`src/rtl/uart_alu_intf_if.sv`:
```
// Signal bundle between uart_alu_intf and its UART receiver, ALU and UART transmitter.
// slave is the controller side; master is the surrounding datapath side.
interface uart_alu_intf_if #(
   parameter int N    = 8,
   parameter int OP_W = 6
);
   logic [N-1:0]    rx_data;
   logic            rx_valid;
   logic [N-1:0]    alu_a;
   logic [N-1:0]    alu_b;
   logic [OP_W-1:0] alu_op;
   logic [N-1:0]    alu_result;
   logic [N-1:0]    tx_data;
   logic            tx_start;
   logic            tx_busy;
   logic            tx_done;
   logic            frame_err;
   logic            overrun;

   modport slave (
      input  rx_data, rx_valid, alu_result, tx_busy, tx_done,
      output alu_a, alu_b, alu_op, tx_data, tx_start, frame_err, overrun
   );

   modport master (
      output rx_data, rx_valid, alu_result, tx_busy, tx_done,
      input  alu_a, alu_b, alu_op, tx_data, tx_start, frame_err, overrun
   );
endinterface

```
`src/rtl/uart_alu_intf.sv`:
```
// Collects A, B, opcode bytes from the UART, runs them through the ALU and transmits the result.
// Optional opcode echo byte after the result is enabled by defining UART_ALU_ECHO_EN.
//
// state     | meaning
// WAIT_A    | idle, waiting for operand A byte (no timeout)
// WAIT_B    | waiting for operand B byte, timeout running
// WAIT_OP   | waiting for opcode byte, timeout running
// EXEC      | one cycle, capture ALU result into tx_data
// SEND      | waiting for transmitter idle, then pulse tx_start
// WAIT_TX   | waiting for tx_done of the result byte
// ECHO_SEND | (echo build) waiting for idle, send opcode byte
// ECHO_WAIT | (echo build) waiting for tx_done of the echo byte
module uart_alu_intf #(
   parameter int N              = 8,
   parameter int OP_W           = 6,
   parameter int TIMEOUT_CYCLES = 500000
) (
   input logic           clk,
   input logic           reset,
   uart_alu_intf_if.slave bus
);
   localparam int CNT_W  = (TIMEOUT_CYCLES > 1) ? $clog2(TIMEOUT_CYCLES + 1) : 1;
   localparam int TC_INT = (TIMEOUT_CYCLES > 0) ? TIMEOUT_CYCLES - 1 : 0;
   localparam logic [CNT_W-1:0] TC = TC_INT[CNT_W-1:0];

   typedef enum logic [2:0] {
      WAIT_A,
      WAIT_B,
      WAIT_OP,
      EXEC,
      SEND,
`ifdef UART_ALU_ECHO_EN
      WAIT_TX,
      ECHO_SEND,
      ECHO_WAIT
`else
      WAIT_TX
`endif
   } state_t;

   state_t          state;
   logic [CNT_W-1:0] tmo_cnt;
   logic [N-1:0]    alu_a;
   logic [N-1:0]    alu_b;
   logic [OP_W-1:0] alu_op;
   logic [N-1:0]    tx_data;
   logic            tx_start;
   logic            frame_err;
   logic            overrun;
   logic            expired;
   logic            busy_state;

   assign expired = (TIMEOUT_CYCLES != 0) && (tmo_cnt == TC);

   // Any state past opcode capture cannot take a new byte.
`ifdef UART_ALU_ECHO_EN
   assign busy_state = (state == EXEC) || (state == SEND) || (state == WAIT_TX) ||
                       (state == ECHO_SEND) || (state == ECHO_WAIT);
`else
   assign busy_state = (state == EXEC) || (state == SEND) || (state == WAIT_TX);
`endif

   always_ff @(posedge clk or posedge reset) begin
      if (reset) begin
         state     <= WAIT_A;
         tmo_cnt   <= '0;
         alu_a     <= '0;
         alu_b     <= '0;
         alu_op    <= '0;
         tx_data   <= '0;
         tx_start  <= 1'b0;
         frame_err <= 1'b0;
         overrun   <= 1'b0;
      end else begin
         tx_start  <= 1'b0;
         frame_err <= 1'b0;
         case (state)
            WAIT_A: begin
               if (bus.rx_valid) begin
                  alu_a   <= bus.rx_data;
                  tmo_cnt <= '0;
                  state   <= WAIT_B;
               end
            end
            WAIT_B: begin
               if (bus.rx_valid) begin
                  alu_b   <= bus.rx_data;
                  tmo_cnt <= '0;
                  state   <= WAIT_OP;
               end else if (expired) begin
                  frame_err <= 1'b1;
                  tmo_cnt   <= '0;
                  state     <= WAIT_A;
               end else if (TIMEOUT_CYCLES != 0) begin
                  tmo_cnt <= tmo_cnt + 1'b1;
               end
            end
            WAIT_OP: begin
               if (bus.rx_valid) begin
                  alu_op  <= bus.rx_data[OP_W-1:0];
                  tmo_cnt <= '0;
                  state   <= EXEC;
               end else if (expired) begin
                  frame_err <= 1'b1;
                  tmo_cnt   <= '0;
                  state     <= WAIT_A;
               end else if (TIMEOUT_CYCLES != 0) begin
                  tmo_cnt <= tmo_cnt + 1'b1;
               end
            end
            EXEC: begin
               tx_data <= bus.alu_result;
               state   <= SEND;
            end
            SEND: begin
               if (!bus.tx_busy) begin
                  tx_start <= 1'b1;
                  state    <= WAIT_TX;
               end
            end
            WAIT_TX: begin
               // A done in the start cycle belongs to an earlier transfer.
               if (bus.tx_done && !tx_start) begin
`ifdef UART_ALU_ECHO_EN
                  state <= ECHO_SEND;
`else
                  state <= WAIT_A;
`endif
               end
            end
`ifdef UART_ALU_ECHO_EN
            ECHO_SEND: begin
               if (!bus.tx_busy) begin
                  tx_data  <= N'(alu_op);
                  tx_start <= 1'b1;
                  state    <= ECHO_WAIT;
               end
            end
            ECHO_WAIT: begin
               if (bus.tx_done && !tx_start) state <= WAIT_A;
            end
`endif
            default: state <= WAIT_A;
         endcase
         if (bus.rx_valid && busy_state) overrun <= 1'b1;
      end
   end

   assign bus.alu_a     = alu_a;
   assign bus.alu_b     = alu_b;
   assign bus.alu_op    = alu_op;
   assign bus.tx_data   = tx_data;
   assign bus.tx_start  = tx_start;
   assign bus.frame_err = frame_err;
   assign bus.overrun   = overrun;
endmodule
```
`src/flat_wrapper.sv`:
```
// flat-port wrapper written by rule: the top's interface ports become plain ports
module uart_alu_intf_flat 
#(
   parameter int N              = 8,
   parameter int OP_W           = 6,
   parameter int TIMEOUT_CYCLES = 500000
)
  (clk, reset, bus_rx_data, bus_rx_valid, bus_alu_result, bus_tx_busy, bus_tx_done, bus_alu_a, bus_alu_b, bus_alu_op, bus_tx_data, bus_tx_start, bus_frame_err, bus_overrun);
  uart_alu_intf_if #(.N(N), .OP_W(OP_W)) bus_i ();
  input logic clk;
  input logic reset;
  input wire logic [$bits(bus_i.rx_data)-1:0] bus_rx_data;
  input wire logic [$bits(bus_i.rx_valid)-1:0] bus_rx_valid;
  input wire logic [$bits(bus_i.alu_result)-1:0] bus_alu_result;
  input wire logic [$bits(bus_i.tx_busy)-1:0] bus_tx_busy;
  input wire logic [$bits(bus_i.tx_done)-1:0] bus_tx_done;
  output wire logic [$bits(bus_i.alu_a)-1:0] bus_alu_a;
  output wire logic [$bits(bus_i.alu_b)-1:0] bus_alu_b;
  output wire logic [$bits(bus_i.alu_op)-1:0] bus_alu_op;
  output wire logic [$bits(bus_i.tx_data)-1:0] bus_tx_data;
  output wire logic [$bits(bus_i.tx_start)-1:0] bus_tx_start;
  output wire logic [$bits(bus_i.frame_err)-1:0] bus_frame_err;
  output wire logic [$bits(bus_i.overrun)-1:0] bus_overrun;
  assign bus_i.rx_data = bus_rx_data;
  assign bus_i.rx_valid = bus_rx_valid;
  assign bus_i.alu_result = bus_alu_result;
  assign bus_i.tx_busy = bus_tx_busy;
  assign bus_i.tx_done = bus_tx_done;
  assign bus_alu_a = bus_i.alu_a;
  assign bus_alu_b = bus_i.alu_b;
  assign bus_alu_op = bus_i.alu_op;
  assign bus_tx_data = bus_i.tx_data;
  assign bus_tx_start = bus_i.tx_start;
  assign bus_frame_err = bus_i.frame_err;
  assign bus_overrun = bus_i.overrun;
  uart_alu_intf #(.N(N), .OP_W(OP_W), .TIMEOUT_CYCLES(TIMEOUT_CYCLES)) u_core (.clk(clk), .reset(reset), .bus(bus_i));
endmodule
```
`config.mk`:
```
export PLATFORM = sky130hd
export DESIGN_NAME = uart_alu_intf_flat
export DESIGN_NICKNAME = d
export VERILOG_FILES = /design/src/rtl/uart_alu_intf_if.sv /design/src/rtl/uart_alu_intf.sv /design/src/flat_wrapper.sv
export SDC_FILE = /design/constraint.sdc
export NUM_CORES = 1
export LEC_CHECK = 0
export ABC_AREA = 1
export CAP_MARGIN = 20
export CELL_PAD_IN_SITES_DETAIL_PLACEMENT = 2
export CELL_PAD_IN_SITES_GLOBAL_PLACEMENT = 2
export CORE_MARGIN = 10
export CORE_UTILIZATION = 30
export CTS_BUF_LIST = sky130_fd_sc_hd__clkbuf_16
export DETAILED_ROUTE_END_ITERATION = 10
export MAX_ROUTING_LAYER = met4
export PLACE_DENSITY_LB_ADDON = 0.1
export SLEW_MARGIN = 20
export SYNTH_ARGS = -nofsm -noshare
export SYNTH_HDL_FRONTEND = slang
export SYNTH_SLANG_ARGS = --single-unit
```
`constraint.sdc`:
```
create_clock -name clk -period 2.07 [get_ports clk]
set_clock_uncertainty 0.1 [all_clocks]
set_input_delay 0.207 -clock clk [delete_from_list [all_inputs] [get_ports clk]]
set_output_delay 0.207 -clock clk [all_outputs]
set_load 0.03 [all_outputs]
```
==> results summary, run 1 <==
Of the available clock period, the critical path in the final layout requires 0.865. Clock tree synthesis inserted a total of 5 buffers. After synthesis, the cell types taking the most area are sky130_fd_sc_hd__dfrtp_1 (50%), sky130_fd_sc_hd__nand2_1 (17%), sky130_fd_sc_hd__nor2_1 (4.8%), sky130_fd_sc_hd__inv_1 (4.7%), sky130_fd_sc_hd__xor2_1 (2.6%). The average cell area after synthesis came out at between 8 and 9 µm². For the pin with the worst max-slew slack, the measured transition is between 0.4 and 0.5 ns. The placement row count came out at 34. The pre-antenna-repair detailed-routing pass consisted of 4 iterations.

In this run, placement finished with an instance count of 502. The clock tree from TritonCTS is yes. The area share of the largest cell type after synthesis is 0.503. After clock tree synthesis, the setup repair step added 0 buffers. The run finished with clean final reports.

The worst setup path is of the register to register kind. The number of non-filler instances in the completed layout came out at 510. After synthesis the netlist holds a flip-flop and latch count of 55. Detailed routing inserted a total of around 2.4k vias. In this run the worst hold path is classified as primary input to async pin. In this run, post-CTS hold repair placed 0 buffers. The number of pins exceeding their max-slew limit in the final report is 0.

In the synthesized netlist, the cells that appear most often are sky130_fd_sc_hd__nand2_1 (125), sky130_fd_sc_hd__dfrtp_1 (55), sky130_fd_sc_hd__nor2_1 (35). The cell count after synthesis is 338. The via count of the first global-routing pass is 2769. The number of nets in the synthesized netlist came out at 360. Among all stages on the critical path, the largest delay is contributed by sky130_fd_sc_hd__dfrtp_1. For this design the static power due to leakage is 1.65 nW.

The average detailed-routed wire length per instance came out at around 17 µm. The height of the die came out at 115 µm. The largest buffer count on any clock path is 2. The total power divided by cell area is ~1300 nW/µm². The worst register-to-register path ends at u_core.tmo_cnt[11]. The number of H-tree levels is 2. The insertion delay of the later-clocked pin in the worst-skew pair came out at just under 0.3 ns. The worst setup path startpoint is u_core.tmo_cnt[5]. The number of primary I/O pins came out at between 50 and 60.

The first global-routing pass estimated 14.2 mm of wire. The largest fanout on the critical path is 10. The setup violation total in the final timing report came out at 0. The number of distinct library cells after synthesis came out at 30. STA classifies the critical path startpoint as a register. Setup repair after global routing left no endpoint under its margin. On the worst path, the slowest cell contributes a delay of 0.41 ns. The number of gates resized after cts came out at 0. The cell repeated most along the worst path is sky130_fd_sc_hd__inv_1. At the end of the flow the core is filled with cells to 0.407.

The initial core utilization came out at 0.310. After routing, the total negative slack on setup checks comes to 0 ns. The filler cells instantiated in the layout total 1027. STA classifies the critical path endpoint as a register. The final layout contains 423 nets. By instance count, the leading cell after synthesis is sky130_fd_sc_hd__nand2_1. In this run the cell area of the synthesized design comes to 2730 µm².

The count of buffers from port buffering is 53. In the synthesized netlist the dominant register cell turns out to be sky130_fd_sc_hd__dfrtp_1. The number of antenna violations at the first check in global routing was 0. The minimum clock period came out at ~1.8 ns. The die is 115 µm wide. After clock tree synthesis, the clock-pin slew on the worst setup and hold paths is 0.07 ns. The count of flip-flops with a built-in enable after synthesis is 0.

The fraction of final layout cells sized beyond drive strength 1 came out at 0.0945. The data arrival time at the worst-slack endpoint came out at 1.88 ns. The signal on the critical path passes through inv_1, nand2_1, nor2_1, nand2_1, inv_1, nand3_1, nand2_4, nand2_2, inv_1, nor2_1. The area of the die is around 13000 µm². The count of nets left with antenna violations once routing finished came out at 0. For this run, design rule violations remaining after detail routing come to 0. The fraction of registers with async set or reset after synthesis came out at 1.00.

The routability congestion estimate came out at 0.774. Detailed placement finished with a half-perimeter wire length of 6.56 mm. Entering global routing, the biggest net connects 31 pins. The largest voltage drop on the vdd net came out at 656 µV.

The overall overflow remaining after global route is 0. The number of maximum-capacitance constraint violations is 0. The setup slack of the most critical reg-to-reg path is 0.28 ns. The largest area contributor in the synthesized netlist is sky130_fd_sc_hd__dfrtp_1. The global routing usage summed across all routing layers came out at 0.138.

The headroom to the max-slew limit is 0.711. The worst-case reg-to-reg path depth came out at 10. The most critical setup path has its endpoint at u_core.tmo_cnt[11].

The worst flop-to-flop path startpoint is u_core.tmo_cnt[5]. CTS saw 55 sinks. The final routed wirelength across all metal layers came out at 8.48 mm. The placed standard-cell area came out at around 3400 µm². The diode insertion count for antenna repair came out at 0. For the worst setup path, the data required time is 2.16 ns. Derived from the worst setup path, the maximum achievable clock frequency is 0.559 GHz. The area of the placeable core came out at 8810 µm². The final count of hold timing violations came out at 0. Clock tree synthesis selected as its root buffer the cell sky130_fd_sc_hd__clkbuf_16. The post-route cell area is 3580 µm². The DRC marker count from the first detailed-route iteration is 55. Using the TritonRoute via totals, the vias-per-cell ratio works out to 4.77. The area growth from synthesis to layout is 31.1%. The count of synthesis-stage warnings from yosys is 0. The sequential fraction of the synthesis area is 0.503.
-- layout make-up --
cell class / count / area, µm² / area share
Clock inverter: 3 / 16.3 / 0.00454
Sequential cell: 55 / 1380 / 0.384
Multi-Input combinational cell: 240 / 1190 / 0.333
Inverter: 40 / 150 / 0.0419
Tap cell: 108 / 135 / 0.0377
Clock buffer: 5 / 125 / 0.0349
Timing Repair Buffer: 59 / 588 / 0.164
-- cell families (layout without fill, tap and decap cells) --
family | after synthesis | count (layout) | synth area share
AOI/OAI and AO/OA | 24 | 24 | 0.0540
xor gates and xnor gates | 9 | 9 | 0.0288
adders and majority gates | 1 | 1 | 0.00458
buffers and inverters | 43 | 107 | 0.0604
DFF | 55 | 55 | 0.503
muxes | 5 | 5 | 0.0206
and+or+nand+nor | 201 | 201 | 0.328
-- power breakdown --
part	internal [W]	total (W)	switching [W]
Clock	0.000444	0.000857	0.000413
Sequential	0.00141	0.00165	0.000242
Combinational	0.000866	0.00232	0.00145
Total	0.00272	0.00483	0.00211
-- critical path, delay by kind of cell, from the launching register on --
| kind | cells | cell delay, ns |
|---|---|---|
| buffers and inverters | 3 | 0.35 |
| flip-flops | 1 | 0.41 |
| AND/OR/NAND/NOR | 7 | 0.81 |
-- flip-flops by register name, indices dropped and copies added, names as in the netlist --
signal,count
u_core.bus.alu_op,6
u_core.bus.overrun,1
u_core.tmo_cnt,19
u_core.bus.tx_start,1
u_core.bus.alu_a,8
u_core.bus.frame_err,1
u_core.bus.alu_b,8
u_core.state,3
u_core.bus.tx_data,8
-- per-stage QoR --
| stage | hold WS [ns] | setup slack, ns | power, W |
|---|---|---|---|
| after CTS | 0.133 | 0.255 | 0.00493 |
| after floorplan | 0.173 | 0.420 | 0.00303 |
| final | 0.126 | 0.280 | 0.00483 |
| after global routing | 0.169 | 0.0975 | 0.00516 |
| after global placement | 0.363 | 0.151 | 0.00399 |
| after detailed placement | 0.365 | 0.0947 | 0.00405 |
-- how the worst min path moves through the flow --
stage | cells after the start | end | slack (ns)
2_1_floorplan | 1 | u_core.bus.tx_start | 0.17
3_3_place_gp | 2 | u_core.bus.tx_data[4] | 0.36
3_5_place_dp | 1 | u_core.bus.overrun | 0.36
4_1_cts | 2 | u_core.bus.alu_a[2] | 0.13
5_1_grt | 2 | u_core.bus.tx_data[7] | 0.17
6_report | 2 | u_core.bus.alu_a[0] | 0.13
-- routing by layer --
layer / up-vias / GRT usage / share of wire
li1: 1189 / - / -
met1: 1208 / 0.171 / 0.48
met2: 34 / 0.222 / 0.48
met3: 4 / 0.0326 / 0.033
met4: 0 / 0.0329 / 0.0071
met5: - / - / 0
-- placed cells by master (no fill, tap or decap), drive strengths merged --
cell / Yosys / final
nand3: 15 / 15
xor2: 8 / 8
clkinv: 1 / 3
nand2: 128 / 128
xnor2: 1 / 1
o211ai: 1 / 1
a21oi: 3 / 3
clkdlybuf4s50: 0 / 53
clkbuf: 0 / 5
nor2: 41 / 41
nand4: 9 / 9
o21bai: 1 / 1
nand3b: 2 / 2
buf: 3 / 6
o21a: 1 / 1
inv: 39 / 40
mux2: 5 / 5
o21ai: 11 / 11
o22ai: 7 / 7
dfrtp: 55 / 55
nor3: 6 / 6
ha: 1 / 1
No activity file was read; power rests on OpenSTA's default activity.
==> inputs of run 2 (changes only) <==
--- a/config.mk
+++ b/config.mk
@@ -13,6 +13,7 @@
 export CORE_UTILIZATION = 30
 export CTS_BUF_LIST = sky130_fd_sc_hd__clkbuf_16
 export DETAILED_ROUTE_END_ITERATION = 10
+export HOLD_SLACK_MARGIN = 0.03
 export MAX_ROUTING_LAYER = met4
 export PLACE_DENSITY_LB_ADDON = 0.1
 export SLEW_MARGIN = 20
==> results of run 2 <==
Final layout, timing and power as in run 1 (identical DEF).
==> inputs of run 3 (changes only) <==
--- a/config.mk
+++ b/config.mk
@@ -6,7 +6,7 @@
 export NUM_CORES = 1
 export LEC_CHECK = 0
 export ABC_AREA = 1
-export CAP_MARGIN = 20
+export CAP_MARGIN = 5
 export CELL_PAD_IN_SITES_DETAIL_PLACEMENT = 2
 export CELL_PAD_IN_SITES_GLOBAL_PLACEMENT = 2
 export CORE_MARGIN = 10
@@ -16,6 +16,7 @@
 export HOLD_SLACK_MARGIN = 0.03
 export MAX_ROUTING_LAYER = met4
 export PLACE_DENSITY_LB_ADDON = 0.1
+export RECOVER_POWER = 50
 export SLEW_MARGIN = 20
 export SYNTH_ARGS = -nofsm -noshare
 export SYNTH_HDL_FRONTEND = slang
==> run 3 against run 2 <==
Against the previous run:
- power decreased by 1.1%
- utilization down 0.36 points
- via count hardly changed
- hold slack improved by 0.22 ns
- die area unchanged
- largest cell class unchanged
- largest power group unchanged
- highest routed layer unchanged
==> results summary, run 3 (synthesis gave the netlist of run 1 again) <==
The signal on the critical path passes through inv_1, nand2_1, nor2_1, nand2_1, inv_1, nand3_1, nand2_4, nand2_2, inv_1, nor2_1. The power dissipated by switching net loads came out at 0.00207 W. The total iterations of the first detailed-routing run came out at 4. The post-layout net count came out at 423. The number of gates resized after cts came out at 0. The number of pins exceeding their max-slew limit in the final report is 0.

The cell internal power dissipation is roughly 0.0027 W. The congestion estimate from routability-driven global placement came to 0.774. IR analysis of the VDD net gives a maximum drop of 654 µV. The detailed-route DRC error count is 0.

The number of setup buffers added after CTS is 0. The final count of hold timing violations is 0. The number of maximum-capacitance constraint violations is 0.

The placement row count came out at 34. The cell count after placement came out at 502. The register with the most flip-flops in the layout has 19 of them.

The number of primary I/O pins came out at 54. The largest net degree at the start of global routing is 31. The total power divided by cell area came out at 1340 nW/µm². The largest fanout on the critical path came out at 10.

For this configuration, the core starts out at a cell density of 0.310. The data arrival time at the worst-slack endpoint came out at 1.88 ns. The clock network power share is 0.179. TritonCTS built the clock tree. Setup repair after global routing left no endpoint under its margin. The flow ran to the end, and the final reports show no timing, DRC or antenna violations. The H-tree was split into 2 levels. The critical path's slowest cell is sky130_fd_sc_hd__dfrtp_1. The detailed router finished its first iteration with 48 violations. In the routed layout, each cell is associated on average with a via count of 4.78. The post-route setup TNS came out at 0 ns.

The critical path required time is 2.16 ns. The area growth from synthesis to final layout came out at 29.9%. The count of cells in the finished layout, fillers not included, comes to 510. The estimated wirelength of the detail-placed design is roughly 6.6 mm. The overall die width is 115 µm.

The tree is rooted in a sky130_fd_sc_hd__clkbuf_16. Counting every sink on the clock net gives 55. The transition time at the pin with the least slew margin is between 0.7 and 0.8 ns.

Input and output buffers added on the ports amount to 53. The global routing usage summed across all routing layers is 0.138. The fraction of final layout cells sized beyond drive strength 1 came out at 0.0771. The headroom to the max-slew limit came out at 0.481. The library cell used most frequently in the layout, excluding fill and tap cells, is sky130_fd_sc_hd__nand2_1. The first global-routing pass estimated 14.2 mm of wire.

By startpoint and endpoint, the worst setup path is classified as register to register. The total overflow left after global routing is 0. The maximum clock rate is approximately 0.56 GHz.

The average detailed-routed wire length per instance came out at 16.6 µm. The worst hold margin came out at approximately 0.34 ns. The worst path needs 1.79 ns of the cycle, external delays included. The clock-pin slew of the registers on the worst-case setup and hold paths is 0.07 ns. The number of antenna violations at the first check in global routing came out at 0. Counting flops per register, the top entry is u_core.tmo_cnt. The via total after detailed routing came out at 2437. The power share of the sequential group is 0.345.

In the layout the commonest cells are sky130_fd_sc_hd__nand2_1 (126), sky130_fd_sc_hd__dfrtp_1 (55), sky130_fd_sc_hd__clkdlybuf4s50_1 (52), sky130_fd_sc_hd__nor2_1 (37), sky130_fd_sc_hd__inv_1 (36). In this design, the critical path's most frequently occurring cell is sky130_fd_sc_hd__inv_1. The die covers roughly 13000 µm².

The number of nets with antenna violations after detailed routing is 0. The area of the placeable core is about 9000 µm². The path type of the worst min-delay path is primary input to register. The worst stage delay on the critical path came out at 0.41 ns. The insertion delay of the later-clocked pin in the worst-skew pair came out at 0.29 ns. The hold-fix buffer count after cts came out at 0. The post-layout total power came out at 0.00477 W. In this run, CTS created clock tree buffers numbering 5.

The setup violation total in the final timing report came out at 0. The via count of the first global-routing pass came out at 2769. Of the total power, the share spent switching nets is 0.434. The core utilization of the finished layout is 0.403. The ratio of final minimum period to clock period came out at 0.865.

The repair_antennas step left the layout with diodes totalling 0. The type of destination of the critical path is a register. The type of element launching the critical path is a register. The height of the die is 115 µm. The final routed wirelength across all metal layers came out at approximately 8.5 mm. The analysis attributes to cell leakage a power of 1.64 nW. The share of total power in combinational logic is 0.477.

The largest buffer count on any clock path came out at 2.
[run 3: cell count changes in the layout (fill, tap and decap cells not counted), moves of 2 or more]
cell and delta:
sky130_fd_sc_hd__inv_1 +2, sky130_fd_sc_hd__nor2_4 -2, sky130_fd_sc_hd__nor2_1 +2, sky130_fd_sc_hd__inv_2 -2
[run 3: path summary, 6_finish.rpt]
check,startpoint,end,slack [ns],cells after the start
min in group asynchronous,reset,u_core.bus.tx_data[1],0.39,2
max reg2reg,u_core.tmo_cnt[5],u_core.tmo_cnt[11],0.28,10
max,u_core.tmo_cnt[5],u_core.tmo_cnt[11],0.28,10
max in group asynchronous,reset,u_core.tmo_cnt[11],0.46,3
min,bus_alu_result[4],u_core.bus.tx_data[4],0.34,3
min reg2reg,u_core.bus.alu_b[4],u_core.bus.alu_b[4],0.38,2
[run 3: area by class of cell]
type | instances | area, µm²
clock buffer | 5 | 125
clock inverter | 3 | 16.3
multi-input combinational | 240 | 1160
sequential | 55 | 1380
inverter | 40 | 150
fill | 1031 | 5250
tap | 108 | 135
timing repair buffer | 59 | 584
[run 3: worst max-delay path, delay by kind of cell, from the launching register on]
kind / cells / cell delay [ns]
buffers and inverters: 3 / 0.35
AND/OR/NAND/NOR: 7 / 0.80
flip-flops: 1 / 0.41
[run 3: through the flow]
step	setup WS, ns	cell area, µm²
after global placement	0.151	3440
after global routing	0.0957	3550
final	0.280	3550
after detailed placement	0.0947	3440
after floorplan	0.420	2730
after CTS	0.255	3580
[run 3: layer usage]
metal	vias to the layer above	share of wire	global-route usage
li1	1189	-	-
met1	1210	0.49	0.171
met2	34	0.47	0.222
met3	4	0.034	0.0326
met4	0	0.0071	0.0329
met5	-	0	-
[run 3: power by group through the flow]
stage	sequential, W	combinational (W)	clock [W]
5_1_grt	0.00169	0.00250	0.000918
2_1_floorplan	0.00219	0.000834	0
3_5_place_dp	0.00167	0.00238	0
4_1_cts	0.00166	0.00239	0.000878
6_report	0.00165	0.00228	0.000852
3_3_place_gp	0.00167	0.00232	0
